`config.mk`:
```
export PLATFORM = sky130hd
export DESIGN_NAME = mem_req_arbiter
export DESIGN_NICKNAME = d
export VERILOG_FILES = /design/src/rtl/mem_req_arbiter_pkg.sv /design/src/rtl/mem_req_arbiter_va2pa.sv /design/src/rtl/mem_req_arbiter.sv
export SDC_FILE = /design/constraint.sdc
export NUM_CORES = 1
export LEC_CHECK = 0
export BUFFER_PORTS_ARGS = -buffer_cell sky130_fd_sc_hd__buf_2
export CORE_MARGIN = 2
export CORE_UTILIZATION = 40
export DETAILED_ROUTE_END_ITERATION = 8
export HOLD_SLACK_MARGIN = 0.02
export PLACE_DENSITY = 0.76
export RECOVER_POWER = 100
export SYNTH_ARGS = -nofsm -noshare
export SYNTH_HDL_FRONTEND = slang
export SYNTH_SLANG_ARGS = --single-unit
```
`constraint.sdc`:
```
create_clock -name clk -period 1.75 [get_ports clk]
set_input_delay 0.2625 -clock clk [delete_from_list [all_inputs] [get_ports clk]]
set_output_delay 0.2625 -clock clk [all_outputs]
set_load 0.02 [all_outputs]
```
`src/rtl/mem_req_arbiter_pkg.sv`:
```
// Shared CPU definitions for the memory request arbiter: FSM states,
// MIPS-style segment codes, access size encodings and owner ids.
package mem_req_arbiter_pkg;

    typedef enum logic [1:0] {
        ST_IDLE = 2'd0,
        ST_ADDR = 2'd1,
        ST_WAIT = 2'd2
    } arb_state_e;

    // Top address nibble values of the unmapped kernel segments
    localparam logic [3:0] SEG_KSEG0_LO = 4'h8;
    localparam logic [3:0] SEG_KSEG0_HI = 4'h9;
    localparam logic [3:0] SEG_KSEG1_LO = 4'hA;
    localparam logic [3:0] SEG_KSEG1_HI = 4'hB;

    // Bus access size encodings
    localparam logic [1:0] SIZE_BYTE = 2'd0;
    localparam logic [1:0] SIZE_HALF = 2'd1;
    localparam logic [1:0] SIZE_WORD = 2'd2;

    // Which requester owns the outstanding transaction
    localparam logic OWNER_INST = 1'b0;
    localparam logic OWNER_DATA = 1'b1;

    function automatic logic is_kseg0(input logic [3:0] seg);
        return (seg == SEG_KSEG0_LO) || (seg == SEG_KSEG0_HI);
    endfunction

    function automatic logic is_kseg1(input logic [3:0] seg);
        return (seg == SEG_KSEG1_LO) || (seg == SEG_KSEG1_HI);
    endfunction

endpackage

```
`src/rtl/mem_req_arbiter_va2pa.sv`:
```
// Fixed virtual-to-physical mapping: kseg0/kseg1 fold onto the low 512 MB,
// kseg1 is uncached, every other address passes through untouched.
module mem_req_arbiter_va2pa
    import mem_req_arbiter_pkg::*;
#(
    parameter int ADDR_W = 32
) (
    input  logic [ADDR_W-1:0] vaddr,
    output logic [ADDR_W-1:0] paddr,
    output logic              uncached
);

    logic [3:0] seg;

    assign seg = vaddr[ADDR_W-1 -: 4];

    // Clear the three segment-select bits for the unmapped kernel segments
    always_comb begin
        paddr = vaddr;
        if (is_kseg0(seg) || is_kseg1(seg)) begin
            paddr[ADDR_W-1 -: 3] = 3'b000;
        end
    end

    assign uncached = is_kseg1(seg);

endmodule

```
`src/rtl/mem_req_arbiter.sv`:
```
// Arbitrates the instruction and data request ports onto a single memory
// bus with one transaction outstanding. Data has priority, but instruction
// fetch is forced through after STARVE_MAX consecutive data grants.
module mem_req_arbiter
    import mem_req_arbiter_pkg::*;
#(
    parameter int ADDR_W     = 32,
    parameter int DATA_W     = 32,
    parameter int STARVE_MAX = 4
) (
    input  logic              clk,
    input  logic              resetn,

    input  logic              inst_req,
    input  logic [ADDR_W-1:0] inst_addr,
    output logic              inst_addr_ok,
    output logic              inst_data_ok,
    output logic [DATA_W-1:0] inst_rdata,

    input  logic              data_req,
    input  logic              data_wr,
    input  logic [1:0]        data_size,
    input  logic [ADDR_W-1:0] data_addr,
    input  logic [DATA_W-1:0] data_wdata,
    output logic              data_addr_ok,
    output logic              data_data_ok,
    output logic [DATA_W-1:0] data_rdata,

    output logic              m_req,
    output logic              m_wr,
    output logic [1:0]        m_size,
    output logic [ADDR_W-1:0] m_addr,
    output logic [DATA_W-1:0] m_wdata,
    output logic              m_uncached,
    input  logic              m_addr_ok,
    input  logic              m_data_ok,
    input  logic [DATA_W-1:0] m_rdata
);

    localparam int              CNT_W   = $clog2(STARVE_MAX + 1);
    localparam logic [CNT_W-1:0] CNT_MAX = CNT_W'(STARVE_MAX);

    arb_state_e        state;
    arb_state_e        state_next;

    logic              owner;
    logic              lat_wr;
    logic [1:0]        lat_size;
    logic [ADDR_W-1:0] lat_addr;
    logic [DATA_W-1:0] lat_wdata;
    logic [CNT_W-1:0]  starve_cnt;

    logic              grant;
    logic              grant_inst;

    // A grant is only ever taken in IDLE; inst wins alone or once starved
    always_comb begin
        grant      = (state == ST_IDLE) && (inst_req || data_req);
        grant_inst = inst_req && (!data_req || (starve_cnt == CNT_MAX));
    end

    // State register
    always_ff @(posedge clk or negedge resetn) begin
        if (!resetn) begin
            state <= ST_IDLE;
        end else begin
            state <= state_next;
        end
    end

    // Next-state and handshake outputs; strobes go only to the owner
    always_comb begin
        state_next   = state;
        m_req        = 1'b0;
        inst_addr_ok = 1'b0;
        data_addr_ok = 1'b0;
        inst_data_ok = 1'b0;
        data_data_ok = 1'b0;
        case (state)
            ST_IDLE: begin
                if (grant) begin
                    state_next = ST_ADDR;
                end
            end
            ST_ADDR: begin
                m_req = 1'b1;
                if (m_addr_ok) begin
                    state_next   = ST_WAIT;
                    inst_addr_ok = (owner == OWNER_INST);
                    data_addr_ok = (owner == OWNER_DATA);
                end
            end
            ST_WAIT: begin
                if (m_data_ok) begin
                    state_next   = ST_IDLE;
                    inst_data_ok = (owner == OWNER_INST);
                    data_data_ok = (owner == OWNER_DATA);
                end
            end
            default: begin
                state_next = ST_IDLE;
            end
        endcase
    end

    // Capture the winner's request fields at the grant and hold them
    always_ff @(posedge clk or negedge resetn) begin
        if (!resetn) begin
            owner     <= OWNER_INST;
            lat_wr    <= 1'b0;
            lat_size  <= SIZE_BYTE;
            lat_addr  <= '0;
            lat_wdata <= '0;
        end else if (grant) begin
            if (grant_inst) begin
                owner     <= OWNER_INST;
                lat_wr    <= 1'b0;
                lat_size  <= SIZE_WORD;
                lat_addr  <= inst_addr;
                lat_wdata <= '0;
            end else begin
                owner     <= OWNER_DATA;
                lat_wr    <= data_wr;
                lat_size  <= data_size;
                lat_addr  <= data_addr;
                lat_wdata <= data_wdata;
            end
        end
    end

    // Count data grants that overtook a waiting inst request
    always_ff @(posedge clk or negedge resetn) begin
        if (!resetn) begin
            starve_cnt <= '0;
        end else if (grant) begin
            if (grant_inst || !inst_req) begin
                starve_cnt <= '0;
            end else if (starve_cnt != CNT_MAX) begin
                starve_cnt <= starve_cnt + 1'b1;
            end
        end
    end

    mem_req_arbiter_va2pa #(
        .ADDR_W (ADDR_W)
    ) u_va2pa (
        .vaddr    (lat_addr),
        .paddr    (m_addr),
        .uncached (m_uncached)
    );

    assign m_wr       = lat_wr;
    assign m_size     = lat_size;
    assign m_wdata    = lat_wdata;
    assign inst_rdata = m_rdata;
    assign data_rdata = m_rdata;

endmodule
```
==> impl_results.md <==
* Run status: finished, final reports clean
* Iter 0 DRT Violations at about 250
* GR Overflow Total at 0
* Setup WS post-layout at 0.105 ns
* H-Tree Depth at 3
* Final setup vio count at 0
* Most common cell in the netlist: buf_4
* VDD IR max at around 0.67 mV
* Synth top area share at approximately two fifths
* Synth top area cells: dfrtp_1, buf_4, o2bb2ai_2
* Cell area after synthesis at between 0.004 and 0.005 mm2
* Max Slew Vio Count at 0
* Achievable clock frequency at roughly 610 MHz
* Area grow syn2layout at 3.62%
* First-pass GRT wire length at around 18 mm
* Worst R2R Path Depth at 6
* Die Height at roughly 110 um
* Max clock buf depth at 2
* Die W at around 110 um
* Buffers added on ports at roughly 180
* Routed WL per cell at 16.8 um
* Setup TNS at 0 ns
* Gr usage total at approximately 18%
* Worst hold slack at 0.151 ns
* Starting Density at around two fifths
* Final antenna-violating net count at 0
* Slew HR at about 38%
* Synthesis-stage register bit count at 73
* Core Box Area at 0.0113 mm2
* RSZ-0062 raised after global routing: false
* Post-CTS setup buffers at 0
* Slew of the pin with the lowest slew margin at ~0.93 ns
* Fraction of registers with async set/reset at 100%
* PwrDens at roughly 1800 mW/mm2
* Clk_lat worst skew at between 0.3 and 0.4 ns
* Seq/Total Area, Yosys at about two fifths
* Layout cell share with drive strength beyond 1 at between 20% and 30%
* Distinct cells, synth at 35
* Largest net degree at the start of global routing at between 60 and 70
* Worst Path Max Fanout at 5
* Layout Nets at roughly 650
* Total power at approximately 0.0088 W
* Mean post-synth cell area at about 10 um2
* Num CTS Buffers at 9
* CP required at between 1 and 1.5 ns
* RD Place Congestion at around 0.79
* CP arrival at ~1.4 ns
* Critical Path Sink Type: primary output
* DRC Markers at 0
* Boundary Pins at 274
* Top_reg_cell synth: dfrtp_1
* Pre-CTS setup slack at 0.0591 ns
* DIE AREA at 0.0124 mm2
* Worst Hold Class: in2reg
* TritonCTS clock tree: built
* Final Critical Period at 1.64 ns
* Avg Vias per Cell at 5.34
* Vias in the first global route at between 3000 and 4000
* Hold depth at 2
* Initial antenna violation count at 0
* Synth Net Count at 580
* Clk slew on worst S/H paths at around 0.06 ns
* Leakage dissipation at about 2.1 nW
* ANT cells at 0
* Post-synth EDFFs at 0
* List of most frequent post-synthesis cells: buf_4, dfrtp_1, nand3_1
* Detailed placement HPWL at 7.50 mm
* Cells after Synth at roughly 440
* Crit Path Class: reg2out
* Clock skew at between 0.004 and 0.005 ns
* Num Clock Sinks at 73
* Synth area leader: dfrtp_1
* Yosys warns at 0
* Max cap viols at 0
* Tcrit/Tclk final at 94.0%
* Drt first pass iters at 4
* Row count at 39
* Root Driver: clkbuf_16
* Detailed-route wire length at ~11 mm
* Via count at approximately 3500
* Final hold violations at 0
* CP Launch Type: register
[cells in the final DEF, fill, tap and decap left out, types with 2 or more instances in the layout]
master / instances
o221ai_1: 30
clkinv_2: 3
clkbuf_16: 10
ha_1: 2
nand2_1: 2
buf_4: 9
a21oi_1: 6
nand4_1: 32
clkbuf_1: 72
clkbuf_8: 2
o2bb2ai_1: 33
clkbuf_2: 3
and2_2: 2
dfrtp_1: 73
o221ai_2: 2
inv_1: 36
nor2_1: 2
buf_2: 104
nor3b_1: 2
nand3_1: 66
o21ai_0: 2
buf_12: 2
[layout make-up]
| cell class | count | area [um2] |
|---|---|---|
| repair buffers | 193 | 987 |
| clock buffers | 13 | 260 |
| multi-input cells | 196 | 1360 |
| inverters | 36 | 135 |
| clock inverters | 3 | 15.0 |
| well taps | 143 | 179 |
| flip-flops and latches | 73 | 1830 |
| fillers | 1194 | 6560 |
[per-stage QoR]
stage	std cells	instance area [um2]	util, %
floorplan	441	4590	-
global placement	639	4880	43.1
detailed placement	639	4880	43.1
CTS	656	5160	45.6
global route	657	4760	42.1
finish	657	4760	42.1
[metal layers]
layer / wire (um) / up-vias / global-route usage [%]
li1: - / 1625 / -
met1: 4890 / 1719 / 23.4
met2: 5130 / 149 / 28.0
met3: 879 / 16 / 5.80
met4: 128 / 0 / 4.94
met5: 0 / - / 0
[registers in the layout, indices dropped and copies added (netlist names)]
signal / cells
owner: 1
m_size: 2
m_wr: 1
m_wdata: 32
lat_addr: 32
starve_cnt: 3
state: 2
[final timing paths]
check	slack, ns	from	to
max	0.11	state[0]	inst_data_ok
min	0.15	m_addr_ok	state[0]
max reg2reg	0.13	starve_cnt[0]	lat_addr[19]
min reg2reg	0.49	m_wdata[14]	m_wdata[14]
max in group asynchronous	0.28	resetn	m_wdata[2]
min in group asynchronous	0.60	resetn	lat_addr[20]
[cell families after synthesis]
logic type	share of synthesized area (%)
compound gates	22.2
fa+ha+maj	0.545
buf+inv	23.7
flops	39.8
mux	0.245
simple gates	13.6
[what timing repair did]
item                                    CTS  global route
gates resized for setup                   0             2
endpoints found under the setup margin    0            17
hold endpoints to repair                 35             0
hold buffers                              1             0
[critical path, stage by stage, from the launching register on]
cell      delay (ns)
dfrtp_1         0.44
nand2b_1        0.19
nor3b_1         0.22
clkbuf_2        0.21
[report_power, final]
part           switching (W)  internal (W)  total, W
Sequential          0.000483       0.00248   0.00296
Clock               0.000681       0.00103   0.00171
Combinational        0.00272       0.00141   0.00413
Total                0.00388       0.00492   0.00880
(Power assumes the default switching activity.)
